===== src/rtl/maquina_estados.sv =====
// maquina_estados: control FSM for the transaction-layer FIFO/counter datapath.
// Drives the state bus consumed by the counter bank and read mux, keeps a
// sticky per-FIFO error record and owns the almost-full/almost-empty
// thresholds, which can only be loaded while in INIT.
module maquina_estados #(
    parameter int unsigned NUM_FIFOS = 5,
    parameter int unsigned UMBRAL_W  = 3,
    parameter int unsigned DEPTH     = 8,
    parameter int unsigned DEF_ALTO  = 6,
    parameter int unsigned DEF_BAJO  = 1
) (
    input  logic                 clk,
    input  logic                 reset,
    input  logic                 init,
    input  logic [NUM_FIFOS-1:0] fifo_empty,
    input  logic [NUM_FIFOS-1:0] fifo_error,
    input  logic [UMBRAL_W-1:0]  umbral_alto_in,
    input  logic [UMBRAL_W-1:0]  umbral_bajo_in,
    output logic [3:0]           state,
    output logic                 idle,
    output logic [NUM_FIFOS-1:0] error_out,
    output logic [UMBRAL_W-1:0]  umbral_alto,
    output logic [UMBRAL_W-1:0]  umbral_bajo
);

    typedef enum logic [3:0] {
        ST_RESET  = 4'h0,
        ST_INIT   = 4'h1,
        ST_IDLE   = 4'h2,
        ST_ACTIVE = 4'h3,
        ST_ERROR  = 4'h4
    } state_t;

    localparam int unsigned MAX_ALTO = DEPTH - 1;

    state_t                r_state;
    state_t                w_next_state;
    logic                  r_idle;
    logic [NUM_FIFOS-1:0]  r_error;
    logic [UMBRAL_W-1:0]   r_alto;
    logic [UMBRAL_W-1:0]   r_bajo;

    logic                  w_any_error;
    logic                  w_all_empty;
    logic                  w_pair_ok;
    logic                  w_latch;

    assign w_any_error = |fifo_error;
    assign w_all_empty = &fifo_empty;
    // A candidate pair is legal only if low < high and high fits the FIFO depth.
    assign w_pair_ok   = (umbral_bajo_in < umbral_alto_in) &&
                         (32'(umbral_alto_in) <= MAX_ALTO);

    // State register.
    always_ff @(posedge clk or posedge reset) begin
        if (reset) begin
            r_state <= ST_RESET;
        end else begin
            r_state <= w_next_state;
        end
    end

    // Next-state logic and threshold-latch enable; errors pre-empt init.
    always_comb begin
        w_next_state = r_state;
        w_latch      = 1'b0;
        case (r_state)
            ST_RESET: begin
                w_next_state = ST_INIT;
            end
            ST_INIT: begin
                if (w_any_error) begin
                    w_next_state = ST_ERROR;
                end else begin
                    w_latch = w_pair_ok;
                    if (init) begin
                        w_next_state = ST_INIT;
                    end else if (w_all_empty) begin
                        w_next_state = ST_IDLE;
                    end else begin
                        w_next_state = ST_ACTIVE;
                    end
                end
            end
            ST_IDLE: begin
                if (w_any_error) begin
                    w_next_state = ST_ERROR;
                end else if (init) begin
                    w_next_state = ST_INIT;
                end else if (!w_all_empty) begin
                    w_next_state = ST_ACTIVE;
                end
            end
            ST_ACTIVE: begin
                if (w_any_error) begin
                    w_next_state = ST_ERROR;
                end else if (init) begin
                    w_next_state = ST_INIT;
                end else if (w_all_empty) begin
                    w_next_state = ST_IDLE;
                end
            end
            ST_ERROR: begin
                w_next_state = ST_ERROR;
            end
            default: begin
                w_next_state = ST_RESET;
            end
        endcase
    end

    // idle is registered from the next state so it changes on the same edge as state.
    always_ff @(posedge clk or posedge reset) begin
        if (reset) begin
            r_idle <= 1'b0;
        end else begin
            r_idle <= (w_next_state == ST_IDLE);
        end
    end

    // Sticky error record; accumulates in every state except RESET.
    always_ff @(posedge clk or posedge reset) begin
        if (reset) begin
            r_error <= '0;
        end else if (r_state != ST_RESET) begin
            r_error <= r_error | fifo_error;
        end
    end

    // Thresholds only change on a legal, error-free cycle spent in INIT.
    always_ff @(posedge clk or posedge reset) begin
        if (reset) begin
            r_alto <= UMBRAL_W'(DEF_ALTO);
            r_bajo <= UMBRAL_W'(DEF_BAJO);
        end else if (w_latch) begin
            r_alto <= umbral_alto_in;
            r_bajo <= umbral_bajo_in;
        end
    end

    assign state       = r_state;
    assign idle        = r_idle;
    assign error_out   = r_error;
    assign umbral_alto = r_alto;
    assign umbral_bajo = r_bajo;

endmodule

===== config.mk =====
export PLATFORM = sky130hd
export DESIGN_NAME = maquina_estados
export DESIGN_NICKNAME = d
export VERILOG_FILES = /design/src/rtl/maquina_estados.sv
export SDC_FILE = /design/constraint.sdc
export NUM_CORES = 1
export LEC_CHECK = 0
export CAP_MARGIN = 0
export CORE_AREA = 3 3 40 42
export CTS_BUF_LIST = sky130_fd_sc_hd__clkbuf_4 sky130_fd_sc_hd__clkbuf_8
export CTS_CLUSTER_SIZE = 20
export DETAILED_ROUTE_END_ITERATION = 10
export DIE_AREA = 0 0 43 45
export DONT_BUFFER_PORTS = 1
export HOLD_SLACK_MARGIN = 0.1
export PLACE_DENSITY = 0.79
export RECOVER_POWER = 50
export SYNTH_ARGS = -nofsm -noshare
export SYNTH_HDL_FRONTEND = slang
export SYNTH_SLANG_ARGS = --single-unit

===== constraint.sdc =====
create_clock -name clk -period 1.55 [get_ports clk]
set_input_delay 0.155 -clock clk [delete_from_list [all_inputs] [get_ports clk]]
set_output_delay 0.155 -clock clk [all_outputs]
set_load 0.01 [all_outputs]

==> impl_summary.txt, run 1 <==
----------------------------------------------------
[Status]
  Status ... completed

[Yosys]
  Number of enable-type register cells in the synthesized netlist ... 0
  Netlist Area Pre-Place ... 701 um2
  Ys flop type ... dfrtp_1
  Cells after Synth ... 53
  Count of cell types in the netlist ... 22
  Cell type with the highest aggregate area in the netlist ... dfrtp_1
  Most frequently used cell type in the post-synthesis netlist ... dfrtp_1
  Synthesized flop and latch total ... 16
  Top-area cell type share of the netlist area ... 46.4%
  Mean Syn Cell Area ... 13.2 um2
  Yosys warns ... 0
  Most numerous cell types in the synthesized netlist ... dfrtp_1 (13), a21o_1 (4), inv_1 (4)
  Post-synthesis net count ... 74
  Sequential cell area fraction in the yosys report ... 57.7%
  Cell types with the largest area share after synthesis ... dfrtp_1 (46%), dfstp_2 (11%), mux2_4 (6.4%)
  Post-synthesis async set-or-reset flop share ... 100%

[Route]
  Antenna violation net count after detailed routing ... 0
  Total Wirelength ... 1450 um
  Average vias per placed instance ... 5.35
  Starting DRC count in detailed routing ... 4
  Via Count ... 492
  Routed WL per cell ... 15.8 um
  Count of TritonRoute iterations in the first routing pass ... 4
  Remaining design rule violation count ... 0

[Power and ir drop]
  Reported leakage power ... 0.419 nW
  Power Total ... 0.840 mW
  Power per cell area ... 890 nW/um2
  Peak supply drop ... 0.616 mV

[Floorplan]
  Width of the chip ... 43 um
  Die height ... 45 um
  Total I/O pin count ... 35
  Rows ... 13
  Starting density of the core ... 54.5%
  Area of the core ... 1280 um2
  Die footprint ... 1940 um2

[Timing]
  Worst-case clock skew ... 0.00303 ns
  Fmax ... 689 MHz
  Final setup vio count ... 0
  Count of endpoints failing hold in the final timing report ... 0
  Slew at the pin with the worst max-slew slack ... 0.584 ns
  Post-layout min period ... 1.45 ns
  Unrepaired setup endpoints after global routing ... no
  Worst-case hold slack ... 0.190 ns
  Final critical-path share of the clock period ... 93.7%
  Max-Slew Margin vs Limit ... 61.0%
  Number of max-slew violations in the final report ... 0
  Post-Route Setup TNS ... 0 ns

[Global routing]
  Maximum number of pins on one net before global-route repair ... 17
  Layer carrying the most global-route usage ... met2
  First-pass GRT wire length ... 2440 um
  Number of global-route vias before repair ... 557
  Global Route Usage Sum ... 17.1%
  Total overflow reported by the global router ... 0
  Met3 usage in global routing ... 5.18%
  Antenna violations before repair ... 0
  Global routing met1 resource utilization ... 20.8%
  GR Util met2 ... 29.3%

[CTS]
  CTS-repair resized insts ... 0
  Hold buffers post-CTS ... 15
  Number of buffers inserted to repair setup after CTS ... 0
  Num CTS Buffers ... 3
  Count of clock tree sinks ... 16
  Maximum level of the CTS H-tree ... 1
  CTS Buffer Depth ... 2
  Clock input transition at the sequential cells of the worst setup and hold paths ... 0.09 ns
  Clock latency on the worst-skew pair ... 0.28 ns
  TritonCTS clock tree ... yes
  Root buffer selected by CTS ... clkbuf_4

[Setup path]
  Worst EP arrival ... 1.62 ns
  Number of cells traversed by the worst register-to-register path ... 3
  Critical Path End Type ... register
  Critical-path cell with the highest stage delay ... dfrtp_1
  Critical path launch point type ... register
  Worst endpoint required time ... 1.72 ns
  Peak per-stage delay on the critical path ... 0.39 ns
  Number of buffer and inverter stages on the critical path ... 0
  Top fanout value on the critical path ... 6
  Family of cells with the greatest summed delay on the critical path ... flip-flops
  Reg2Reg Capture Point ... umbral_alto[0]$_DFFE_PP0P_
  Setup slack, reg-to-reg ... 0.1 ns
  Kind of critical path ... register to register
  Startpoint of the worst-slack reg-to-reg timing path ... state[1]$_DFF_PP0_
  Ordered list of cells on the worst path ... nor3b_1, o2111ai_4, mux2_4

[Placed design]
  HPWL reported at the end of detailed placement ... 978 um
  Count of input and output buffers ... 0
  Cell Area, Placed ... 757 um2
  Last weighted congestion value of the routability-driven placer ... 0.708

[Min path]
  Startpoint of the worst hold path ... fifo_error[4]
  HP Class ... input pin to register
  Terminating pin of the worst hold path ... state[1]$_DFF_PP0_
  Hold Path Stages ... 4

[Cells and area]
  Antenna diode count ... 0
  Layout cells sized above 1 ... 29.9%
  Signed area change from the synthesized netlist to the final layout ... 34.6%
  Post-route standard cell area excluding fillers ... 943 um2
  Net count reported at finish ... 99
  Final Util ... 73.4%
  Number of fillers in the final layout ... 94

[Job]
  Number of violations of the max-capacitance limit ... 0

----------------------------------------------------
## metrics by stage
step | worst slack [ns] | cells
finish | 0.0982 | 92
global route | 0.0168 | 92
CTS | 0.0868 | 92
detailed placement | 0.0596 | 73
global placement | 0.0745 | 73
floorplan | 0.0885 | 53
## worst max-delay path by stage
stage,startpoint,endpoint,slack (ns),cells past startpoint
after floorplan,fifo_error[0],umbral_alto[0]$_DFFE_PP0P_,0.09,4
after global placement,fifo_error[0],umbral_alto[0]$_DFFE_PP0P_,0.07,4
after detailed placement,fifo_error[0],umbral_alto[0]$_DFFE_PP0P_,0.06,4
after CTS,state[1]$_DFF_PP0_,umbral_alto[0]$_DFFE_PP0P_,0.09,3
after global routing,state[1]$_DFF_PP0_,umbral_alto[0]$_DFFE_PP0P_,0.02,3
final,state[1]$_DFF_PP0_,umbral_alto[0]$_DFFE_PP0P_,0.1,3
## sequential cells by signal (all words and copies together), names as in the netlist
register / count
umbral_bajo: 3
state: 4
error_out: 5
umbral_alto: 3
idle: 1
## metal layers
metal / vias up / share of wire [%]
met1: 235 / 39
met5: - / 0
met4: 0 / 0
li1: 232 / -
met2: 25 / 51
met3: 0 / 10
## tightest hold or removal path: stages
cell and delay [ns]:
nor2_4 0.02, buf_4 0.13, nand2_1 0.08, nor3_1 0.05
## layout make-up
type,instances,area (um2),share of cell area [%]
tap,15,18.8,1.99
timing repair buffer,20,188,19.9
inverter,4,15.0,1.59
multi-input combinational,33,282,29.8
clock buffer,4,36.3,3.85
sequential,16,404,42.8
## kinds of logic after synthesis
family	share of synthesized area [%]
multiplexers	11.2
adder cells (fa/ha/maj)	3.57
buffers and inverters	2.14
AO/OA/AOI/OAI	11.4
flip-flops	57.7
AND/OR/NAND/NOR	13.4
other	0.535
## cells in the final DEF (no fill, tap or decap), drive strengths merged, types with 2 or more instances in the layout
cell type / synthesis / final
dfstp: 3 / 3
nor3: 2 / 2
ha: 2 / 2
buf: 0 / 5
nor2: 3 / 3
inv: 4 / 4
clkbuf: 0 / 4
a21oi: 3 / 3
a21o: 5 / 5
dfrtp: 13 / 13
mux2: 6 / 6
nand2: 3 / 3
dlygate4sd3: 0 / 15
## power breakdown
group	internal [mW]	switching, mW
logic	0.0612	0.0554
registers	0.440	0.0157
clock network	0.143	0.125
total	0.644	0.196
(Power assumes the default switching activity.)
==> run 2: changes to the inputs <==
--- a/config.mk
+++ b/config.mk
@@ -13,7 +13,7 @@
 export DIE_AREA = 0 0 43 45
 export DONT_BUFFER_PORTS = 1
 export HOLD_SLACK_MARGIN = 0.1
-export PLACE_DENSITY = 0.79
+export PLACE_DENSITY_LB_ADDON = 0.08
 export RECOVER_POWER = 50
 export SYNTH_ARGS = -nofsm -noshare
 export SYNTH_HDL_FRONTEND = slang
==> run 2 against run 1 <==
Via count up 4.9%. Sequential share of layout area up 0.057 points. Design area down 0.13%. First-iteration DRC count rose to 2.8 times the previous value. Fmax up 0.82%. Critical path depth up 1. Cell count unchanged. Register-to-register slack about the same. Core utilization down 0.097 points. Worst hold slack better by 0.016 ns. Critical endpoint is now error_out[0]$_DFFE_PP0N_. Largest cell class unchanged. Highest routed layer is now met4.
==> impl_summary.txt, run 2 (synthesized netlist as in run 1, its figures left out) <==
----------------------------------------------------
[Cells and area]
  Post-route standard cell area excluding fillers ... 942 um2 (-0.13%)
  Signed area change from the synthesized netlist to the final layout ... 34.5%
  Top library cells by usage in the layout, fill and taps aside ... dlygate4sd3_1 (15), dfrtp_1 (13), buf_4 (5)
  Antenna diode count ... 0 (unchanged)
  Number of fillers in the final layout ... 89 (-5.3%)
  Number of flip-flops under the largest register name ... 5 (unchanged)
  Most common library cell in the layout ignoring fill and taps ... dlygate4sd3_1
  Number of non-filler instances in the completed layout ... 92 (unchanged)
  Net count reported at finish ... 99 (unchanged)
  Layout cells sized above 1 ... 31.2% (+1.3 points)

[Placed design]
  HPWL reported at the end of detailed placement ... 1130 um (+15%)
  Cell Area, Placed ... 757 um2 (unchanged)
  Count of input and output buffers ... 0 (unchanged)
  Placed Cells ... 73 (unchanged)
  Last weighted congestion value of the routability-driven placer ... 0.751 (+6.1%)

[Route]
  Starting DRC count in detailed routing ... 11 (+7)
  Count of TritonRoute iterations in the first routing pass ... 4 (unchanged)
  Routed WL per cell ... 18.0 um (+14%)
  Via Count ... 516 (+4.9%)
  Antenna violation net count after detailed routing ... 0 (unchanged)
  Total Wirelength ... 1650 um (+14%)
  Average vias per placed instance ... 5.61 (+4.9%)
  Remaining design rule violation count ... 0 (unchanged)

[Floorplan]
  Starting density of the core ... 54.5% (unchanged)
  Width of the chip ... 43 um (unchanged)
  Total I/O pin count ... 35 (unchanged)
  Die footprint ... 1940 um2 (unchanged)
  Rows ... 13 (unchanged)
  Die height ... 45 um (unchanged)
  Area of the core ... 1280 um2 (unchanged)

[Power and ir drop]
  Reported leakage power ... 0.420 nW (+0.16%)
  Switching Power ... 0.200 mW (+2.1%)
  Peak supply drop ... 0.541 mV (-12%)
  Share of power burned in registers ... 55.7% (+1.5 points)
  Power Total ... 0.820 mW (-2.4%)
  Switching part of the total power ... 24.4% (+1.1 points)
  Power per cell area ... 870 nW/um2 (-2.2%)
  Part of the total power dissipated in combinational logic ... 14.8% (+0.9 points)
  Internal portion of total power ... 0.620 mW (-3.7%)
  Clock network fraction of design power ... 29.5% (-2.4 points)

[Setup path]
  Worst endpoint required time ... 1.72 ns (about the same)
  Peak per-stage delay on the critical path ... 0.41 ns (+0.02 ns)
  Setup slack, reg-to-reg ... 0.11 ns (about the same)
  Critical Path End Type ... register
  Number of cells traversed by the worst register-to-register path ... 4 (+1)
  Kind of critical path ... register to register
  Top fanout value on the critical path ... 6 (unchanged)
  Startpoint of the worst-slack reg-to-reg timing path ... state[1]$_DFF_PP0_
  Reg2Reg Capture Point ... error_out[0]$_DFFE_PP0N_
  Family of cells with the greatest summed delay on the critical path ... simple AND/OR/NAND/NOR gates
  Critical path launch point type ... register
  Number of buffer and inverter stages on the critical path ... 1 (+1)
  Ordered list of cells on the worst path ... buf_4, nor2_1, nand2_1, a21o_2
  Critical-path cell with the highest stage delay ... dfrtp_1
  Worst EP arrival ... 1.61 ns (about the same)

[Min path]
  HP Class ... input pin to register
  Startpoint of the worst hold path ... fifo_error[4]
  Terminating pin of the worst hold path ... idle$_DFF_PP0_
  Hold Path Stages ... 4 (unchanged)

[Global routing]
  Total overflow reported by the global router ... 0 (unchanged)
  Number of global-route vias before repair ... 579 (+3.9%)
  Antenna violations before repair ... 0 (unchanged)
  Maximum number of pins on one net before global-route repair ... 17 (unchanged)
  First-pass GRT wire length ... 2530 um (+3.7%)
  Global Route Usage Sum ... 18.7% (+1.6 points)

[Timing]
  Final critical-path share of the clock period ... 92.9% (-0.76 points)
  Number of max-slew violations in the final report ... 0 (unchanged)
  Post-layout min period ... 1.44 ns (-0.0118 ns)
  Fmax ... 694 MHz (+0.82%)
  Final setup vio count ... 0 (unchanged)
  Slew at the pin with the worst max-slew slack ... 0.573 ns (-0.0106 ns)
  Unrepaired setup endpoints after global routing ... no
  Post-Route Setup TNS ... 0 ns (unchanged)
  Max-Slew Margin vs Limit ... 61.7% (+0.71 points)
  Count of endpoints failing hold in the final timing report ... 0 (unchanged)
  Worst-case clock skew ... 0.0122 ns (+0.00913 ns)

[CTS]
  Root buffer selected by CTS ... clkbuf_4
  Clock latency on the worst-skew pair ... 0.29 ns (about the same)
  TritonCTS clock tree ... yes
  Number of buffers inserted to repair setup after CTS ... 0 (unchanged)
  CTS Buffer Depth ... 2 (unchanged)
  Num CTS Buffers ... 3 (unchanged)
  Maximum level of the CTS H-tree ... 1 (unchanged)
  Count of clock tree sinks ... 16 (unchanged)
  Clock input transition at the sequential cells of the worst setup and hold paths ... 0.09 ns (about the same)

[Status]
  Status ... completed

[Job]
  Number of violations of the max-capacitance limit ... 0 (unchanged)

----------------------------------------------------
==> run 2: cell type report <==
| cell class | count | area, um2 | share of cell area [%] |
|---|---|---|---|
| inverters | 4 | 15.0 | 1.59 |
| well taps | 15 | 18.8 | 1.99 |
| multi-input cells | 33 | 287 | 30.4 |
| repair buffers | 20 | 188 | 19.9 |
| clock buffers | 4 | 30.0 | 3.19 |
| flip-flops and latches | 16 | 404 | 42.9 |
==> run 2: worst max path at each step <==
stage,from,end,depth (start not counted)
after floorplan,fifo_error[0],umbral_alto[0]$_DFFE_PP0P_,4
after global placement,fifo_error[0],umbral_bajo[2]$_DFFE_PP0P_,4
after CTS,state[1]$_DFF_PP0_,umbral_alto[0]$_DFFE_PP0P_,3
final,state[1]$_DFF_PP0_,error_out[0]$_DFFE_PP0N_,4
after global routing,state[1]$_DFF_PP0_,error_out[0]$_DFFE_PP0N_,4
after detailed placement,fifo_error[0],umbral_alto[0]$_DFFE_PP0P_,4
==> run 2: stage by stage <==
step,setup WS (ns),hold WS (ns),util (%)
2_1_floorplan,0.0885,0.0666,-
3_3_place_gp,0.0737,0.110,58.9
3_5_place_dp,0.0525,0.137,58.9
4_1_cts,0.0637,0.168,72.9
5_1_grt,0.0214,0.197,73.3
6_report,0.110,0.206,73.3
==> run 2: power groups by stage <==
| stage | logic (mW) | clock network, mW | registers [mW] |
|---|---|---|---|
| after floorplan | 0.0569 | 0 | 0.468 |
| after global placement | 0.0841 | 0 | 0.463 |
| after detailed placement | 0.0889 | 0 | 0.464 |
| after CTS | 0.119 | 0.249 | 0.456 |
| after global routing | 0.131 | 0.280 | 0.459 |
| final | 0.121 | 0.242 | 0.457 |
==> run 2: tightest hold or removal path, delay by kind of cell <==
kind          cells  cell delay, ns
simple gates      3            0.19
buf+inv           1            0.13
==> run 2: what timing repair did <==
item | 4_1_cts | 5_1_grt
resized for setup | 0 | 1
hold endpoints to repair | 26 | 0
hold buffers | 15 | 0
endpoints found under the setup margin | 0 | 4
==> run 2: per-layer routing <==
layer  up-vias  track usage, %  wire (um)
met3         4            10.8        184
met5         -               0          0
met4         0            9.04          5
li1        232               -          -
met1       246            18.2        577
met2        34            32.0        887
